--- src/rtl/aux_mem_scan_loader_pkg.sv ---
// Shared widths and FSM encoding for the aux memory scan loader.
// Word width / address width defaults match the 8x256 aux block RAM.
package aux_mem_scan_loader_pkg;

  localparam int AUXL_DW = 8;
  localparam int AUXL_AW = 8;

  typedef enum logic [2:0] {
    AUXL_ST_IDLE     = 3'd0,
    AUXL_ST_LD_SHIFT = 3'd1,
    AUXL_ST_LD_WRITE = 3'd2,
    AUXL_ST_UL_READ  = 3'd3,
    AUXL_ST_UL_WAIT  = 3'd4,
    AUXL_ST_UL_SHIFT = 3'd5,
    AUXL_ST_FIN      = 3'd6
  } auxl_state_e;

endpackage

--- src/rtl/aux_mem_scan_loader_shifter.sv ---
// Serial<->parallel word register: right-shifts serial bits in at the MSB (so the
// first bit lands in bit 0 after DW shifts) or parallel-loads a word to be shifted out LSB first.
module aux_mem_scan_loader_shifter #(
  parameter int DW = 8
) (
  input  logic          clk,
  input  logic          rst,
  input  logic          clr,
  input  logic          load,
  input  logic [DW-1:0] load_dat,
  input  logic          shift,
  input  logic          ser_in,
  output logic [DW-1:0] par_dat,
  output logic          bit_last
);

  localparam int CW = (DW > 1) ? $clog2(DW) : 1;

  logic [CW-1:0] bit_cnt;

  assign bit_last = (bit_cnt == CW'(DW - 1));

  always_ff @(posedge clk or negedge rst) begin
    if (!rst) begin
      par_dat <= '0;
      bit_cnt <= '0;
    end else if (clr) begin
      bit_cnt <= '0;
    end else if (load) begin
      par_dat <= load_dat;
      bit_cnt <= '0;
    end else if (shift) begin
      par_dat <= {ser_in, par_dat[DW-1:1]};
      bit_cnt <= bit_last ? '0 : bit_cnt + CW'(1);
    end
  end

endmodule

--- src/rtl/aux_mem_scan_loader.sv ---
// Scan LOAD/UNLOAD front-end for the aux block RAM: LOAD costs DW+1 cycles per word
// (scan_en may stall), UNLOAD streams DW bits per word with a 2-cycle gap and no stall.
module aux_mem_scan_loader
  import aux_mem_scan_loader_pkg::*;
#(
  parameter int DW = AUXL_DW,
  parameter int AW = AUXL_AW
) (
  input  logic          clk,
  input  logic          rst,
  input  logic          load_req,
  input  logic          unload_req,
  input  logic [AW:0]   num_words,
  input  logic          scan_en,
  input  logic          scan_in,
  output logic          scan_out,
  output logic          scan_out_vld,
  output logic          busy,
  output logic          done,
  output logic          mem_we,
  output logic [AW-1:0] mem_addr,
  output logic [DW-1:0] mem_wdata,
  input  logic [DW-1:0] mem_rdata
);

  localparam int unsigned DEPTH = 2 ** AW;

  auxl_state_e   state, state_nxt;
  logic [AW-1:0] word_cnt;
  logic [AW-1:0] last_idx;
  logic [AW:0]   nw_clamped;
  logic          req_go;
  logic          sh_clr, sh_load, sh_shift, sh_ser_in, bit_last;
  logic [DW-1:0] sh_dat;
  logic          word_adv;

  assign nw_clamped = (num_words > (AW+1)'(DEPTH)) ? (AW+1)'(DEPTH) : num_words;
  assign req_go     = (state == AUXL_ST_IDLE) && (load_req || unload_req);
  assign word_adv   = ((state == AUXL_ST_LD_WRITE) && (state_nxt == AUXL_ST_LD_SHIFT)) ||
                      ((state == AUXL_ST_UL_SHIFT) && (state_nxt == AUXL_ST_UL_READ));

  // The word counter doubles as the memory address register.
  assign mem_addr  = word_cnt;
  assign mem_wdata = sh_dat;

  aux_mem_scan_loader_shifter #(.DW(DW)) u_shifter (
    .clk      (clk),
    .rst      (rst),
    .clr      (sh_clr),
    .load     (sh_load),
    .load_dat (mem_rdata),
    .shift    (sh_shift),
    .ser_in   (sh_ser_in),
    .par_dat  (sh_dat),
    .bit_last (bit_last)
  );

  always_comb begin
    state_nxt = state;
    sh_clr    = 1'b0;
    sh_load   = 1'b0;
    sh_shift  = 1'b0;
    sh_ser_in = 1'b0;
    case (state)
      AUXL_ST_IDLE: begin
        if (load_req || unload_req) begin
          sh_clr = 1'b1;
          if (num_words == '0)   state_nxt = AUXL_ST_FIN;
          else if (load_req)     state_nxt = AUXL_ST_LD_SHIFT;
          else                   state_nxt = AUXL_ST_UL_READ;
        end
      end
      AUXL_ST_LD_SHIFT: begin
        if (scan_en) begin
          sh_shift  = 1'b1;
          sh_ser_in = scan_in;
          if (bit_last) state_nxt = AUXL_ST_LD_WRITE;
        end
      end
      AUXL_ST_LD_WRITE: begin
        state_nxt = (word_cnt == last_idx) ? AUXL_ST_FIN : AUXL_ST_LD_SHIFT;
      end
      AUXL_ST_UL_READ: begin
        state_nxt = AUXL_ST_UL_WAIT;
      end
      AUXL_ST_UL_WAIT: begin
        sh_load   = 1'b1;
        state_nxt = AUXL_ST_UL_SHIFT;
      end
      AUXL_ST_UL_SHIFT: begin
        sh_shift = 1'b1;
        if (bit_last) state_nxt = (word_cnt == last_idx) ? AUXL_ST_FIN : AUXL_ST_UL_READ;
      end
      AUXL_ST_FIN: begin
        state_nxt = AUXL_ST_IDLE;
      end
      default: begin
        state_nxt = AUXL_ST_IDLE;
      end
    endcase
  end

  always_ff @(posedge clk or negedge rst) begin
    if (!rst) begin
      state        <= AUXL_ST_IDLE;
      word_cnt     <= '0;
      last_idx     <= '0;
      busy         <= 1'b0;
      done         <= 1'b0;
      mem_we       <= 1'b0;
      scan_out     <= 1'b0;
      scan_out_vld <= 1'b0;
    end else begin
      state <= state_nxt;
      if (req_go) begin
        word_cnt <= '0;
        last_idx <= AW'(nw_clamped - 1'b1);
      end else if (word_adv) begin
        word_cnt <= word_cnt + AW'(1);
      end
      busy         <= (state_nxt != AUXL_ST_IDLE) || (state == AUXL_ST_FIN);
      done         <= (state == AUXL_ST_FIN);
      mem_we       <= (state_nxt == AUXL_ST_LD_WRITE);
      scan_out_vld <= (state_nxt == AUXL_ST_UL_SHIFT);
      // Present the bit that will be at par_dat[0] after this edge.
      if (state_nxt == AUXL_ST_UL_SHIFT)
        scan_out <= (state == AUXL_ST_UL_WAIT) ? mem_rdata[0] : sh_dat[1];
      else
        scan_out <= 1'b0;
    end
  end

endmodule

--- config.mk ---
export PLATFORM = sky130hd
export DESIGN_NAME = aux_mem_scan_loader
export DESIGN_NICKNAME = d
export VERILOG_FILES = /design/src/rtl/aux_mem_scan_loader_pkg.sv /design/src/rtl/aux_mem_scan_loader_shifter.sv /design/src/rtl/aux_mem_scan_loader.sv
export SDC_FILE = /design/constraint.sdc
export NUM_CORES = 1
export LEC_CHECK = 0
export BUFFER_PORTS_ARGS = -buffer_cell sky130_fd_sc_hd__clkbuf_2
export CELL_PAD_IN_SITES_DETAIL_PLACEMENT = 0
export CELL_PAD_IN_SITES_GLOBAL_PLACEMENT = 1
export CORE_UTILIZATION = 43
export CTS_BUF_LIST = sky130_fd_sc_hd__clkbuf_16
export DETAILED_ROUTE_END_ITERATION = 10
export GPL_TIMING_DRIVEN = 0
export MAX_ROUTING_LAYER = met4
export PLACE_DENSITY_LB_ADDON = 0.1
export SYNTH_ARGS = -nofsm -noshare
export SYNTH_HDL_FRONTEND = slang
export SYNTH_SLANG_ARGS = --single-unit
--- constraint.sdc ---
create_clock -name clk -period 4 [get_ports clk]
set_input_delay 0.2 -clock clk [delete_from_list [all_inputs] [get_ports clk]]
set_output_delay 0.2 -clock clk [all_outputs]
set_load 0.03 [all_outputs]
# ---- Word level (Yosys, flattened, before mapping)
# Index checks and enable logic that the tools add are counted.
# W data, S select, Z words.
dict set report word_totals {
  register_bits 35
  inputBits 23
  out_inout_bits 21
  word_cells 67
}
dict set report op_classes {
  addsub 3
  n_lt_le_gt_ge 1
  n_eq_ne 12
  n_mux 27
  n_bitwise 1
  n_reduce_logical 13
}
# op n
set ops {}
lappend ops {{$mux W8} 5}
lappend ops {{$mux W3} 11}
lappend ops {{$pmux W3 S6} 1}
lappend ops {{$eq A3 B3 Y1 const B} 5}
lappend ops {{$eq A3 B2 Y1 const B} 4}
lappend ops {{$gt A9 B9 Y1 const B} 1}
lappend ops {{$logic_not A9 Y1} 1}
lappend ops {{$add A8 B1 Y8 const B} 1}
lappend ops {{$eq A8 B8 Y1} 1}
lappend ops {{$mux W1} 8}
lappend ops {{$sub A8 B1 Y8 const B} 1}
lappend ops {{$eq A3 B1 Y1 const B} 2}
lappend ops {{$reduce_bool A3 Y1} 2}
lappend ops {{$reduce_bool A2 Y1} 2}
lappend ops {{$add A3 B1 Y3 const B} 1}
lappend ops {{$logic_and A1 B1 Y1} 3}
lappend ops {{$logic_not A3 Y1} 1}
lappend ops {{$logic_or A1 B1 Y1} 3}
lappend ops {{$mux W2} 1}
lappend ops {{$pmux W1 S2} 1}
lappend ops {{$reduce_and A2 Y1} 1}
lappend ops {{$not A1 Y1} 1}

# ---- Logic depth before layout (Yosys ltp)
# Gate-level depths: netlist of the first run.
dict set report depth {
  depth_word 9
  ltp_mapped 8
  mapped_depth_nobuf 8
}

# ---- Modules after synthesis
# Synthesis of the first run repeated with hierarchy kept, for this count alone.
dict set report hier_totals {
  hier_cells 205
  area_unflattened_um2 1985.7
}
# mod n_inst cells_each area_each_um2 seq_area_each_um2
set by_module_without_submodules {}
lappend by_module_without_submodules {aux_mem_scan_loader 1 146 1366.3 600.6}
lappend by_module_without_submodules {aux_mem_scan_loader_shifter 1 59 619.3 275.3}

# ---- Least setup slack after synthesis of the first run
# Ideal clock, no wire load.
dict set report synth_path {
  path_type {flip-flop to flip-flop}
  startpoint {reg word_cnt[5], in the netlist mem_addr[5]}
  endpoint {reg busy}
  setup_time_ns 0.134
  arrival_time_ns 1.797
  required_time_ns 3.866
  path_slack_ns 2.069
  stages_incl_launch_ff 8
  path_buffers 1
  period_less_slack_ns 1.931
  cell_sequence {dfrtp_1 -> xor2_1 -> nor4_2 -> and2_1 -> buf_6 -> o22ai_2 -> a211oi_4 -> nand3_1}
}
dict set report synth_between {
  elab_chain_len 6
  word_cells_on_any_way 7
  cone_classes {eq/ne: 1; mux: 4; reduce/logical: 2}
}
# element line
set synth_rtl {}
lappend synth_rtl {{start: declaration} aux_mem_scan_loader.sv:29} ;# logic [AW-1:0] word_cnt;
lappend synth_rtl {{start signal: assignment} aux_mem_scan_loader.sv:119} ;# word_cnt <= word_cnt + AW'(1);
lappend synth_rtl {{$eq A8 B8 Y1 (*)} {aux_mem_scan_loader.sv:81, aux_mem_scan_loader.sv:92}}
lappend synth_rtl {{$mux W3 (2 in a row)} aux_mem_scan_loader.sv:92} ;# if (bit_last) state_nxt = (word_cnt == last_idx) ? AUXL_ST_FIN : AUXL_ST_UL_READ;
lappend synth_rtl {{$pmux W3 S6 (*)} aux_mem_scan_loader.sv:64} ;# case (state)
lappend synth_rtl {{$reduce_bool A3 Y1 (*)} aux_mem_scan_loader.sv:121} ;# busy <= (state_nxt != AUXL_ST_IDLE) || (state == AUXL_ST_FIN);
lappend synth_rtl {{$logic_or A1 B1 Y1 (*)} aux_mem_scan_loader.sv:121}
lappend synth_rtl {{end signal: assignment} aux_mem_scan_loader.sv:121}
lappend synth_rtl {{end: declaration} aux_mem_scan_loader.sv:18} ;# output logic busy,
# Every way passes the cells marked *; elsewhere a longest branch is shown, timed or not.
# A chain may end at the register's enable or synchronous reset.

# ---- Worst setup path after layout of the first run
dict set report layout_path {
  startpoint {reg state[2]}
  endpoint {reg word_cnt[0], in the netlist mem_addr[0]}
}
dict set report layout_between {
  elab_chain_len 7
  word_cells_on_any_way 19
  cone_classes {eq/ne: 7; mux: 6; reduce/logical: 6}
}
# element line
set layout_rtl {}
lappend layout_rtl {{start: declaration} aux_mem_scan_loader.sv:28} ;# auxl_state_e state, state_nxt;
lappend layout_rtl {{start signal: assignment} aux_mem_scan_loader.sv:114} ;# state <= state_nxt;
lappend layout_rtl {{$mux W3} aux_mem_scan_loader.sv:77} ;# if (bit_last) state_nxt = AUXL_ST_LD_WRITE;
lappend layout_rtl {{$mux W3} aux_mem_scan_loader.sv:74} ;# if (scan_en) begin
lappend layout_rtl {{$pmux W3 S6} aux_mem_scan_loader.sv:64}
lappend layout_rtl {{$eq A3 B1 Y1 / $eq A3 B2 Y1 (equally long branches)} {aux_mem_scan_loader.sv:39, aux_mem_scan_loader.sv:40}}
lappend layout_rtl {{$logic_and A1 B1 Y1 (on tied branches)} {aux_mem_scan_loader.sv:39, aux_mem_scan_loader.sv:40}}
lappend layout_rtl {{$logic_or A1 B1 Y1} aux_mem_scan_loader.sv:39} ;# assign word_adv = ((state == AUXL_ST_LD_WRITE) && (state_nxt == AUXL_ST_LD_SHIFT)) ||
lappend layout_rtl {{$reduce_bool A2 Y1 (no source line)} --}
# Several ways; a longest one is shown, not always the timed one.

==> results of run 1 <==
==> layout by cell type (no fill, tap or decap), types with 4 or more instances in the layout <==
cell type / synthesis / final
sky130_fd_sc_hd__a21oi_1: 8 / 8
sky130_fd_sc_hd__a31oi_1: 10 / 10
sky130_fd_sc_hd__clkbuf_1: 5 / 5
sky130_fd_sc_hd__clkbuf_16: 0 / 5
sky130_fd_sc_hd__clkbuf_2: 1 / 44
sky130_fd_sc_hd__dfrtp_1: 35 / 35
sky130_fd_sc_hd__ha_1: 4 / 4
sky130_fd_sc_hd__inv_1: 6 / 7
sky130_fd_sc_hd__nand2_1: 32 / 32
sky130_fd_sc_hd__nand3_1: 7 / 7
sky130_fd_sc_hd__nor2_1: 23 / 23
sky130_fd_sc_hd__nor2b_1: 4 / 4
sky130_fd_sc_hd__nor3_1: 4 / 4
sky130_fd_sc_hd__o21ai_0: 12 / 12
sky130_fd_sc_hd__xor2_1: 10 / 10
==> stage by stage <==
step	cell area (sq um)	power (mW)	std cells
final	2290	1.694	304
after global routing	2290	1.818	304
after CTS	2290	1.709	304
after detailed placement	2153	1.342	296
after global placement	2153	1.328	296
after floorplan	1876	1.138	203
==> state kept, by name (all words and copies together), names as in the netlist <==
name	cells
busy	1
done	1
last_idx	8
mem_addr	8
mem_we	1
scan_out	1
scan_out_vld	1
state	3
u_shifter.bit_cnt	3
u_shifter.par_dat	8
==> power breakdown <==
part	switching, mW	total, mW	internal [mW]
sequential	0.106	0.592	0.487
clock	0.138	0.362	0.224
combinational	0.476	0.740	0.264
==> cell type report <==
cell class	instances	area [sq um]
timing repair buffer	43	215.2
inverter	6	22.52
tap	50	62.56
fill	396	1797
clock inverter	3	11.26
buffer	8	40.04
clock buffer	5	125.1
multi-input combinational	154	937.1
sequential	35	875.8
==> logic make-up (layout without fill, tap and decap cells) <==
group / Yosys count / after routing / synth area share, %
buffers and inverters: 14 / 65 / 3.335
and+or+nand+nor: 86 / 86 / 21.81
muxes: 4 / 4 / 2.201
DFF: 35 / 35 / 46.70
AOI/OAI and AO/OA: 47 / 47 / 17.21
xor gates and xnor gates: 13 / 13 / 6.071
adders and majority gates: 4 / 4 / 2.669
==> per-layer routing <==
layer  GRT usage, %  vias to the layer above  share of wire [%]  wire length, um
li1               -                      816                  -                -
met1          24.04                      782                 46             1945
met2          34.68                       38                 47             1990
met3          5.500                        7                4.5              188
met4          7.813                        0                1.7               70
met5              -                        -                  0                0
==> final timing paths <==
check	to	slack, ns	cells past startpoint	from
max in group asynchronous	last_idx[5]	3.42	1	rst
max reg2reg	mem_addr[0]	1.96	6	state[2]
min reg2reg	u_shifter.bit_cnt[0]	0.50	1	u_shifter.bit_cnt[0]
min in group clk	last_idx[0]	0.16	2	num_words[0]
min	u_shifter.par_dat[4]	0.03	1	rst
max	mem_addr[0]	1.96	6	state[2]
==> flow_results.xml, run 1 <==
<?xml version="1.0" encoding="UTF-8"?>
<metrics>
  <group name="outcome">
    <metric name="outcome" unit="">finished, final reports clean</metric>
  </group>
  <group name="setup_path">
    <metric name="timing.critical_path.arrival" unit="ns">2.21</metric>
    <metric name="slowest_cp_cell" unit="">sky130_fd_sc_hd__dfrtp_1</metric>
    <metric name="required" unit="ns">4.16</metric>
    <metric name="critPathMaxStageDelay" unit="ns">0.39</metric>
    <metric name="worstPathCellList" unit="">buf_2 &gt; nor3b_1 &gt; a31oi_1 &gt; a21oi_2 &gt; nor2_1 &gt; mux2_2</metric>
    <metric name="cp-start-kind" unit="">flop</metric>
    <metric name="worstSetupEndpointType" unit="">flop</metric>
    <metric name="critical_path.max_fanout" unit="">10</metric>
    <metric name="timing_worst_setup_path_type" unit="">flop to flop</metric>
    <metric name="worst-path-buf-inv" unit="">1</metric>
    <metric name="critPathTopFamily" unit="">compound AO/OA/AOI/OAI gates</metric>
  </group>
  <group name="cts">
    <metric name="clock_sinks" unit="">35</metric>
    <metric name="post_cts_resize_count" unit="">0</metric>
    <metric name="htree_levels" unit="">2</metric>
    <metric name="cts-root-to-sink-buffers" unit="">2</metric>
    <metric name="cts_tree" unit="">done</metric>
    <metric name="tritoncts.num_buffers" unit="">5</metric>
    <metric name="post_cts_buffers" unit="">0</metric>
    <metric name="cts_hold_buffers" unit="">0</metric>
    <metric name="path_clk_slew" unit="ns">0.05</metric>
    <metric name="clock_latency" unit="ns">0.28</metric>
    <metric name="cts-root-buf" unit="">sky130_fd_sc_hd__clkbuf_16</metric>
  </group>
  <group name="logic_synthesis">
    <metric name="ys_ff_latch" unit="">35</metric>
    <metric name="syn_area" unit="sq um">1876</metric>
    <metric name="yosys-top-cells-count" unit="">sky130_fd_sc_hd__dfrtp_1 (35), sky130_fd_sc_hd__nand2_1 (32), sky130_fd_sc_hd__nor2_1 (23), sky130_fd_sc_hd__o21ai_0 (12)</metric>
    <metric name="post_synth_main_area_contributors" unit="">sky130_fd_sc_hd__dfrtp_1 (47%), sky130_fd_sc_hd__nand2_1 (6.4%), sky130_fd_sc_hd__xor2_1 (4.7%)</metric>
    <metric name="synth_top_area_share" unit="%">46.70</metric>
    <metric name="syn_area_per_cell" unit="sq um">9.239</metric>
    <metric name="ys_types" unit="">45</metric>
    <metric name="total_number_of_yosys_warnings" unit="">0</metric>
    <metric name="postSynthNetCount" unit="">230</metric>
    <metric name="postSynth.asyncResetShare" unit="%">100.0</metric>
    <metric name="syn_inst" unit="">203</metric>
    <metric name="yosysTopAreaCell" unit="">sky130_fd_sc_hd__dfrtp_1</metric>
    <metric name="synth-edff-count" unit="">0</metric>
    <metric name="most_frequent_cell_after_synthesis" unit="">sky130_fd_sc_hd__dfrtp_1</metric>
    <metric name="synth_seq_area_share" unit="%">46.70</metric>
    <metric name="synthFlopType" unit="">sky130_fd_sc_hd__dfrtp_1</metric>
  </group>
  <group name="global_routing">
    <metric name="grt.overflow.total" unit="">0</metric>
    <metric name="grt_antenna_before_repair" unit="">0</metric>
    <metric name="grt_max_degree" unit="">36</metric>
    <metric name="vias_in_the_first_global_route" unit="">1540</metric>
    <metric name="grt_pass1_wl" unit="um">6837</metric>
    <metric name="globalRouteTotalUtil" unit="%">20.90</metric>
  </group>
  <group name="sta">
    <metric name="final_period_minus_worst_setup_slack" unit="ns">2.044</metric>
    <metric name="final-max-slew-violation-count" unit="">0</metric>
    <metric name="final-setup-viol-count" unit="">0</metric>
    <metric name="fin_worst_hold_slack" unit="ns">0.03444</metric>
    <metric name="layout_worst_path_cycle_share" unit="%">51.11</metric>
    <metric name="layout_setup_ws" unit="ns">1.956</metric>
    <metric name="maxSlewHeadroom" unit="%">41.31</metric>
    <metric name="clock_skew" unit="ns">0.003374</metric>
    <metric name="measured_slew_at_the_worst_slew_check_pin" unit="ns">0.8803</metric>
    <metric name="fin_tns_setup" unit="ns">0</metric>
    <metric name="final_hold_viol_count" unit="">0</metric>
    <metric name="max_freq" unit="GHz">0.4892</metric>
    <metric name="rsz0062_at_grt" unit="">false</metric>
  </group>
  <group name="floorplan">
    <metric name="i_o_pin_cnt" unit="">44</metric>
    <metric name="placementRows" unit="">23</metric>
    <metric name="core_area" unit="sq um">4086</metric>
    <metric name="die-area" unit="sq um">4630</metric>
    <metric name="die_outline_height" unit="um">68.05</metric>
    <metric name="floorplan.die.width" unit="um">68.05</metric>
    <metric name="start_util" unit="%">45.90</metric>
  </group>
  <group name="placed_design">
    <metric name="place.detailed.hpwl" unit="um">3078</metric>
    <metric name="place_ws" unit="ns">1.966</metric>
    <metric name="port_buffers" unit="">43</metric>
    <metric name="routabilityCongestion" unit="">0.7382</metric>
  </group>
  <group name="pwr">
    <metric name="cellLeakagePower" unit="nW">1.064</metric>
    <metric name="powerDensity" unit="nW/um^2">739.7</metric>
    <metric name="power.ir.vdd_worst" unit="V">0.0003976</metric>
  </group>
  <group name="route">
    <metric name="route.detailed.vias_per_inst" unit="">5.405</metric>
    <metric name="first_pass_detailed_route_iteration_total" unit="">4</metric>
    <metric name="count_of_routing_violations_after_the_opening_detailed_route_iteration" unit="">82</metric>
    <metric name="routed_wire_length_per_instance" unit="um">13.80</metric>
    <metric name="final_antenna_net_count" unit="">0</metric>
    <metric name="post-route-drc-count" unit="">0</metric>
    <metric name="route.final.wire_length" unit="um">4194</metric>
    <metric name="vias" unit="">1643</metric>
  </group>
  <group name="final_layout">
    <metric name="finish.net_count" unit="">280</metric>
    <metric name="number_of_inserted_diodes" unit="">0</metric>
    <metric name="post_route_utilization" unit="%">56.03</metric>
    <metric name="area_growth" unit="%">22.08</metric>
    <metric name="drive_above_1_share" unit="%">23.62</metric>
  </group>
  <group name="job">
    <metric name="drv.max_cap_violation_count" unit="">0</metric>
  </group>
  <group name="worst_hold_path">
    <metric name="hold_path_class" unit="">primary input to async pin</metric>
  </group>
</metrics>
(Power assumes the default switching activity.)
==> run 2, diff against run 1 <==
--- a/config.mk
+++ b/config.mk
@@ -8,7 +8,7 @@
 export BUFFER_PORTS_ARGS = -buffer_cell sky130_fd_sc_hd__clkbuf_2
 export CELL_PAD_IN_SITES_DETAIL_PLACEMENT = 0
 export CELL_PAD_IN_SITES_GLOBAL_PLACEMENT = 1
-export CORE_UTILIZATION = 43
+export CORE_UTILIZATION = 40
 export CTS_BUF_LIST = sky130_fd_sc_hd__clkbuf_16
 export DETAILED_ROUTE_END_ITERATION = 10
 export GPL_TIMING_DRIVEN = 0
==> constraint.sdc (replaced) <==
create_clock -name clk -period 2 [get_ports clk]
set_input_delay 0.1 -clock clk [delete_from_list [all_inputs] [get_ports clk]]
set_output_delay 0.1 -clock clk [all_outputs]
set_load 0.03 [all_outputs]
==> run 2 against run 1 <==
The run now ends with design-rule violations left. Non-clock buffer count is 3 higher. Via count fell by 3.3%. First-iteration DRC count decreased by 20%. Wire length down 1.7%. Clock power rose by 140%. Sequential power rose by 99%. Utilization shrank 2.9 points. Die area up 7.3%. Power is 110% higher. Design area is 3.1% higher.
==> flow_results.xml, run 2 (same netlist as run 1, synthesis figures left out) <==
<?xml version="1.0" encoding="UTF-8"?>
<metrics>
  <group name="outcome">
    <metric name="outcome" unit="">complete, but fails checks</metric>
    <metric name="violations" unit="">design-rule violations</metric>
  </group>
  <group name="route">
    <metric name="final_antenna_net_count" unit="">0</metric>
    <metric name="routed_wire_length_per_instance" unit="um">13.35</metric>
    <metric name="route.final.wire_length" unit="um">4124</metric>
    <metric name="first_pass_detailed_route_iteration_total" unit="">7</metric>
    <metric name="route.detailed.vias_per_inst" unit="">5.142</metric>
    <metric name="vias" unit="">1589</metric>
    <metric name="count_of_routing_violations_after_the_opening_detailed_route_iteration" unit="">66</metric>
    <metric name="post-route-drc-count" unit="">8</metric>
  </group>
  <group name="final_layout">
    <metric name="layout.cells.most_common_list" unit="">sky130_fd_sc_hd__clkbuf_2 (45), sky130_fd_sc_hd__dfrtp_1 (35), sky130_fd_sc_hd__nand2_1 (32)</metric>
    <metric name="most_common_cell_after_layout_fill_and_taps_aside" unit="">sky130_fd_sc_hd__clkbuf_2</metric>
    <metric name="design_area" unit="sq um">2360</metric>
    <metric name="num-fill-cells" unit="">439</metric>
    <metric name="number_of_inserted_diodes" unit="">0</metric>
    <metric name="finish.cell_count_without_fillers" unit="">309</metric>
    <metric name="post_route_utilization" unit="%">53.10</metric>
    <metric name="area_growth" unit="%">25.82</metric>
    <metric name="drive_above_1_share" unit="%">26.46</metric>
    <metric name="finish.net_count" unit="">283</metric>
  </group>
  <group name="floorplan">
    <metric name="die_outline_height" unit="um">70.48</metric>
    <metric name="placementRows" unit="">24</metric>
    <metric name="die-area" unit="sq um">4967</metric>
    <metric name="floorplan.die.width" unit="um">70.48</metric>
    <metric name="core_area" unit="sq um">4444</metric>
    <metric name="start_util" unit="%">42.20</metric>
    <metric name="i_o_pin_cnt" unit="">44</metric>
  </group>
  <group name="cts">
    <metric name="clock_sinks" unit="">35</metric>
    <metric name="clock_latency" unit="ns">0.28</metric>
    <metric name="cts-root-buf" unit="">sky130_fd_sc_hd__clkbuf_16</metric>
    <metric name="tritoncts.num_buffers" unit="">5</metric>
    <metric name="path_clk_slew" unit="ns">0.05</metric>
    <metric name="htree_levels" unit="">2</metric>
    <metric name="cts_tree" unit="">done</metric>
    <metric name="cts-root-to-sink-buffers" unit="">2</metric>
  </group>
  <group name="setup_path">
    <metric name="slowest_cp_cell" unit="">sky130_fd_sc_hd__dfrtp_1</metric>
    <metric name="r2r_setup_slack" unit="ns">0.1</metric>
    <metric name="required" unit="ns">2.15</metric>
    <metric name="worstSetupEndpointType" unit="">flop</metric>
    <metric name="cp-start-kind" unit="">flop</metric>
    <metric name="timing.critical_path.arrival" unit="ns">2.05</metric>
    <metric name="timing_worst_setup_path_type" unit="">flop to flop</metric>
    <metric name="critPathMaxStageDelay" unit="ns">0.44</metric>
    <metric name="critical_path.max_fanout" unit="">7</metric>
    <metric name="worstPathCellList" unit="">xor2_1 &gt; nor4_2 &gt; and2_1 &gt; buf_6 &gt; o22ai_2 &gt; a211oi_4 &gt; nand3_1</metric>
  </group>
  <group name="sta">
    <metric name="final_hold_viol_count" unit="">0</metric>
    <metric name="fin_tns_setup" unit="ns">0</metric>
    <metric name="fin_worst_hold_slack" unit="ns">0.05715</metric>
    <metric name="final-setup-viol-count" unit="">0</metric>
    <metric name="maxSlewHeadroom" unit="%">43.00</metric>
    <metric name="max_freq" unit="GHz">0.5261</metric>
    <metric name="final_period_minus_worst_setup_slack" unit="ns">1.901</metric>
    <metric name="rsz0062_at_grt" unit="">true</metric>
    <metric name="layout_worst_path_cycle_share" unit="%">95.04</metric>
    <metric name="measured_slew_at_the_worst_slew_check_pin" unit="ns">0.8549</metric>
    <metric name="final-max-slew-violation-count" unit="">0</metric>
    <metric name="clock_skew" unit="ns">0.004201</metric>
  </group>
  <group name="placed_design">
    <metric name="place_area" unit="sq um">2156</metric>
    <metric name="routabilityCongestion" unit="">0.8542</metric>
    <metric name="place_inst" unit="">298</metric>
    <metric name="port_buffers" unit="">43</metric>
    <metric name="place.detailed.hpwl" unit="um">3073</metric>
  </group>
  <group name="worst_hold_path">
    <metric name="hold_path_class" unit="">primary input to flop</metric>
  </group>
  <group name="global_routing">
    <metric name="grt_antenna_before_repair" unit="">0</metric>
    <metric name="grt_pass1_wl" unit="um">6996</metric>
    <metric name="grt.overflow.total" unit="">0</metric>
    <metric name="grt_max_degree" unit="">36</metric>
    <metric name="globalRouteTotalUtil" unit="%">18.80</metric>
    <metric name="vias_in_the_first_global_route" unit="">1533</metric>
  </group>
  <group name="pwr">
    <metric name="cellLeakagePower" unit="nW">1.093</metric>
    <metric name="power.ir.vdd_worst" unit="V">0.0006835</metric>
    <metric name="powerDensity" unit="nW/um^2">1496</metric>
  </group>
  <group name="job">
    <metric name="drv.max_cap_violation_count" unit="">0</metric>
  </group>
</metrics>
run 2: changes by cell type in the layout (fill, tap and decap cells not counted), sizes merged:
cell         change
dlygate4sd3      +1
inv              -1
bufinv           +1
buf              +2
run 2: worst max-delay path, delay by kind of cell, from the launching register on:
family / cells / cell delay, ns
AND/OR/NAND/NOR: 3 / 0.64
flip-flops: 1 / 0.44
AO/OA/AOI/OAI: 2 / 0.40
XOR/XNOR: 1 / 0.17
buffers and inverters: 1 / 0.13
run 2: power breakdown:
part           internal, mW  switching, mW
registers             0.973          0.210
clock network         0.580          0.275
logic                 0.538          0.954
run 2: area by class of cell:
type	count	area, sq um	share of cell area, %
repair buffers	46	240.2	10.18
plain buffers	8	41.29	1.750
clock buffers	5	125.1	5.302
clock inverters	3	38.79	1.644
flip-flops and latches	35	875.8	37.12
multi-input cells	154	950.9	40.30
well taps	52	65.06	2.757
inverters	6	22.52	0.9544
run 2: repair_timing:
item	CTS	global route
hold buffers	1	0
pin swaps	0	0
buffers inserted	2	0
endpoints found under the hold margin	35	0
gates resized for setup	1	3
endpoints found under the setup margin	2	7
run 2: per-layer routing:
metal	GRT usage [%]	part of all wire, %
met1	24.77	51
met2	27.94	44
met3	4.762	3.4
met4	6.803	1.5
met5	-	0
run 2: worst paths after layout:
path | start | endpoint | cells after the start
max | mem_addr[5] | busy | 7
min | num_words[0] | last_idx[0] | 2
max reg2reg | mem_addr[5] | busy | 7
min reg2reg | last_idx[6] | last_idx[6] | 1
max in group asynchronous | rst | mem_addr[1] | 2
min in group asynchronous | rst | u_shifter.par_dat[0] | 2
run 2: per-stage QoR:
| stage | power [mW] | setup WS, ns |
|---|---|---|
| global route | 3.784 | -0.04226 |
| detailed placement | 2.678 | -0.02121 |
| CTS | 3.558 | 0.06916 |
| global placement | 2.670 | -0.06278 |
| floorplan | 2.276 | 0.06891 |
| finish | 3.531 | 0.09926 |
==> run 3, diff against run 2 <==
--- a/config.mk
+++ b/config.mk
@@ -6,7 +6,7 @@
 export NUM_CORES = 1
 export LEC_CHECK = 0
 export BUFFER_PORTS_ARGS = -buffer_cell sky130_fd_sc_hd__clkbuf_2
-export CELL_PAD_IN_SITES_DETAIL_PLACEMENT = 0
+export CELL_PAD_IN_SITES_DETAIL_PLACEMENT = 1
 export CELL_PAD_IN_SITES_GLOBAL_PLACEMENT = 1
 export CORE_UTILIZATION = 40
 export CTS_BUF_LIST = sky130_fd_sc_hd__clkbuf_16
==> run 3 against run 2 <==
The flow still finishes with violations (design-rule violations). Register-to-register slack worse by 0.04 ns. Utilization rose by 0.76 points. Hold slack improved by 0.0094 ns. Sequential cell count is the same. Design area is 1.4% higher. Count of clock-buffer cells in the layout is the same. Critical endpoint is now last_idx[4]. Global-route usage is 2.5 points higher. First-iteration DRC count increased by 80%. Fmax decreased by 2.0%. Via count up 6.8%. Sequential share of layout area shrank 0.37 points.
==> flow_results.xml, run 3 (same netlist as run 1, synthesis figures left out) <==
<?xml version="1.0" encoding="UTF-8"?>
<metrics>
  <group name="cts">
    <metric name="clock_sinks" unit="">35</metric>
    <metric name="cts_tree" unit="">done</metric>
    <metric name="path_clk_slew" unit="ns">0.05</metric>
    <metric name="clock_latency" unit="ns">0.27</metric>
    <metric name="tritoncts.num_buffers" unit="">5</metric>
    <metric name="cts-root-to-sink-buffers" unit="">2</metric>
    <metric name="cts-root-buf" unit="">sky130_fd_sc_hd__clkbuf_16</metric>
    <metric name="htree_levels" unit="">2</metric>
  </group>
  <group name="route">
    <metric name="met1_length" unit="um">2443</metric>
    <metric name="vias" unit="">1697</metric>
    <metric name="first_pass_detailed_route_iteration_total" unit="">7</metric>
    <metric name="route.top_layer_used" unit="">met4</metric>
    <metric name="met2WireLength" unit="um">2322</metric>
    <metric name="routed_wire_length_per_instance" unit="um">15.87</metric>
    <metric name="route.detailed.vias_per_inst" unit="">5.404</metric>
    <metric name="post-route-drc-count" unit="">6</metric>
    <metric name="dr_wl_met3" unit="um">161</metric>
    <metric name="route.final.wire_length" unit="um">4982</metric>
    <metric name="count_of_routing_violations_after_the_opening_detailed_route_iteration" unit="">119</metric>
    <metric name="final_antenna_net_count" unit="">0</metric>
  </group>
  <group name="worst_hold_path">
    <metric name="hold_path_startpoint" unit="">num_words[0]</metric>
    <metric name="hold_depth" unit="">2</metric>
    <metric name="hold-path-endpoint" unit="">last_idx[0]</metric>
    <metric name="hold_path_class" unit="">primary input to flop</metric>
  </group>
  <group name="setup_path">
    <metric name="critPathMaxStageDelay" unit="ns">0.61</metric>
    <metric name="worst-path-buf-inv" unit="">2</metric>
    <metric name="timing.reg2reg.worst_path_depth" unit="">4</metric>
    <metric name="timing.critical_path.arrival" unit="ns">2.11</metric>
    <metric name="critPathTopFamily" unit="">simple AND/OR/NAND/NOR gates</metric>
    <metric name="timing_worst_setup_path_type" unit="">flop to flop</metric>
    <metric name="slowest_cp_cell" unit="">sky130_fd_sc_hd__or4_1</metric>
    <metric name="crit-reg2reg-launch" unit="">state[1]</metric>
    <metric name="critical_path.max_fanout" unit="">10</metric>
    <metric name="rr_endpoint" unit="">last_idx[4]</metric>
    <metric name="worstSetupEndpointType" unit="">flop</metric>
    <metric name="required" unit="ns">2.17</metric>
    <metric name="cell_count_along_the_critical_path" unit="">4</metric>
    <metric name="worstPathCellList" unit="">clkbuf_2 &gt; or4_1 &gt; clkbuf_1 &gt; o31ai_1</metric>
    <metric name="r2r_setup_slack" unit="ns">0.06</metric>
    <metric name="cp-start-kind" unit="">flop</metric>
  </group>
  <group name="sta">
    <metric name="fin_worst_hold_slack" unit="ns">0.06655</metric>
    <metric name="measured_slew_at_the_worst_slew_check_pin" unit="ns">0.8935</metric>
    <metric name="final_hold_viol_count" unit="">0</metric>
    <metric name="layout_worst_path_cycle_share" unit="%">96.93</metric>
    <metric name="clock_skew" unit="ns">0.003586</metric>
    <metric name="final-max-slew-violation-count" unit="">0</metric>
    <metric name="final-setup-viol-count" unit="">0</metric>
    <metric name="max_freq" unit="GHz">0.5158</metric>
    <metric name="final_period_minus_worst_setup_slack" unit="ns">1.939</metric>
    <metric name="maxSlewHeadroom" unit="%">40.43</metric>
  </group>
  <group name="final_layout">
    <metric name="area_growth" unit="%">27.62</metric>
    <metric name="most_common_cell_after_layout_fill_and_taps_aside" unit="">sky130_fd_sc_hd__clkbuf_2</metric>
    <metric name="num-fill-cells" unit="">539</metric>
    <metric name="layout.cells.most_common_list" unit="">sky130_fd_sc_hd__clkbuf_2 (46), sky130_fd_sc_hd__nand2_1 (32), sky130_fd_sc_hd__dfrtp_1 (32)</metric>
    <metric name="drive_above_1_share" unit="%">30.15</metric>
    <metric name="finish.net_count" unit="">290</metric>
    <metric name="finish.cell_count_without_fillers" unit="">314</metric>
    <metric name="number_of_inserted_diodes" unit="">0</metric>
  </group>
  <group name="pwr">
    <metric name="power.ir.vdd_worst" unit="V">0.0007258</metric>
    <metric name="clkPwrFrac" unit="%">20.0</metric>
    <metric name="seq_power_share" unit="%">34.2</metric>
    <metric name="swShare" unit="%">42.90</metric>
    <metric name="intPower" unit="mW">1.991</metric>
    <metric name="cellLeakagePower" unit="nW">1.121</metric>
    <metric name="powerDensity" unit="nW/um^2">1457</metric>
    <metric name="combinationalPowerShare" unit="%">45.8</metric>
    <metric name="p_total" unit="mW">3.486</metric>
    <metric name="switching_power" unit="mW">1.496</metric>
  </group>
  <group name="placed_design">
    <metric name="port_buffers" unit="">43</metric>
    <metric name="place_inst" unit="">298</metric>
    <metric name="routabilityCongestion" unit="">0.8542</metric>
    <metric name="place.detailed.hpwl" unit="um">3398</metric>
  </group>
  <group name="floorplan">
    <metric name="start_util" unit="%">42.20</metric>
    <metric name="die_outline_height" unit="um">70.48</metric>
    <metric name="floorplan.die.width" unit="um">70.48</metric>
    <metric name="core_area" unit="sq um">4444</metric>
    <metric name="die-area" unit="sq um">4967</metric>
    <metric name="placementRows" unit="">24</metric>
    <metric name="i_o_pin_cnt" unit="">44</metric>
  </group>
  <group name="global_routing">
    <metric name="vias_in_the_first_global_route" unit="">1674</metric>
    <metric name="grt_pass1_wl" unit="um">7990</metric>
    <metric name="grt_antenna_before_repair" unit="">0</metric>
    <metric name="grt_max_degree" unit="">36</metric>
    <metric name="grt.overflow.total" unit="">0</metric>
    <metric name="globalRouteTotalUtil" unit="%">21.29</metric>
  </group>
  <group name="job">
    <metric name="drv.max_cap_violation_count" unit="">0</metric>
  </group>
  <group name="outcome">
    <metric name="violations" unit="">design-rule violations</metric>
    <metric name="outcome" unit="">complete, but fails checks</metric>
  </group>
</metrics>
## run 3: changes by cell type in the layout (fill, tap and decap cells not counted), moves of 2 or more
cell / previous run / this run
sky130_fd_sc_hd__buf_4: 2 / 9
sky130_fd_sc_hd__dfrtp_1: 35 / 32
sky130_fd_sc_hd__dfrtp_2: 0 / 3
sky130_fd_sc_hd__clkbuf_1: 4 / 2
## run 3: stage by stage
stage | TNS, ns | util (%) | worst slack [ns] | cell area (sq um)
after floorplan | 0 | - | 0.06891 | 1876
after global placement | -0.1421 | 48.51 | -0.06278 | 2156
after detailed placement | -0.1003 | 48.51 | -0.05130 | 2156
after CTS | 0 | 52.34 | 0.009102 | 2326
after global routing | -0.07811 | 53.86 | -0.04289 | 2394
final | 0 | 53.86 | 0.06140 | 2394
## run 3: routing by layer
layer	global-route usage, %	vias up
met5	-	-
met4	6.349	0
met3	4.329	7
met2	33.01	36
met1	28.17	825
li1	-	829
## run 3: power groups by stage
stage	Sequential, mW	Combinational (mW)	Clock [mW]
floorplan	1.40	0.872	0
detailed placement	1.19	1.52	0
global placement	1.19	1.48	0
finish	1.19	1.60	0.699
global route	1.23	1.75	0.734
CTS	1.19	1.55	0.716
## run 3: layout make-up
type | instances | area [sq um] | area share (%)
repair buffers | 53 | 292.8 | 12.23
plain buffers | 8 | 43.79 | 1.830
well taps | 52 | 65.06 | 2.718
clock inverters | 1 | 3.754 | 0.1568
flip-flops and latches | 35 | 879.6 | 36.75
clock buffers | 5 | 125.1 | 5.227
inverters | 6 | 22.52 | 0.9409
multi-input cells | 154 | 960.9 | 40.15
## run 3: worst max-delay path by stage
| stage | start | end | slack (ns) |
|---|---|---|---|
| 5_1_grt | state[1] | last_idx[4] | -0.04 |
| 4_1_cts | mem_addr[1] | busy | 0.009 |
| 6_report | state[1] | last_idx[4] | 0.06 |
| 3_5_place_dp | state[2] | mem_addr[0] | -0.05 |
| 3_3_place_gp | state[2] | mem_addr[0] | -0.06 |
| 2_1_floorplan | mem_addr[5] | busy | 0.07 |
## run 3: what timing repair did
action	CTS	global route
endpoints found under the setup margin	6	13
setup buffers	4	5
hold buffers	1	0
pin swaps	1	4
endpoints found under the hold margin	35	0
gates resized for setup	1	13
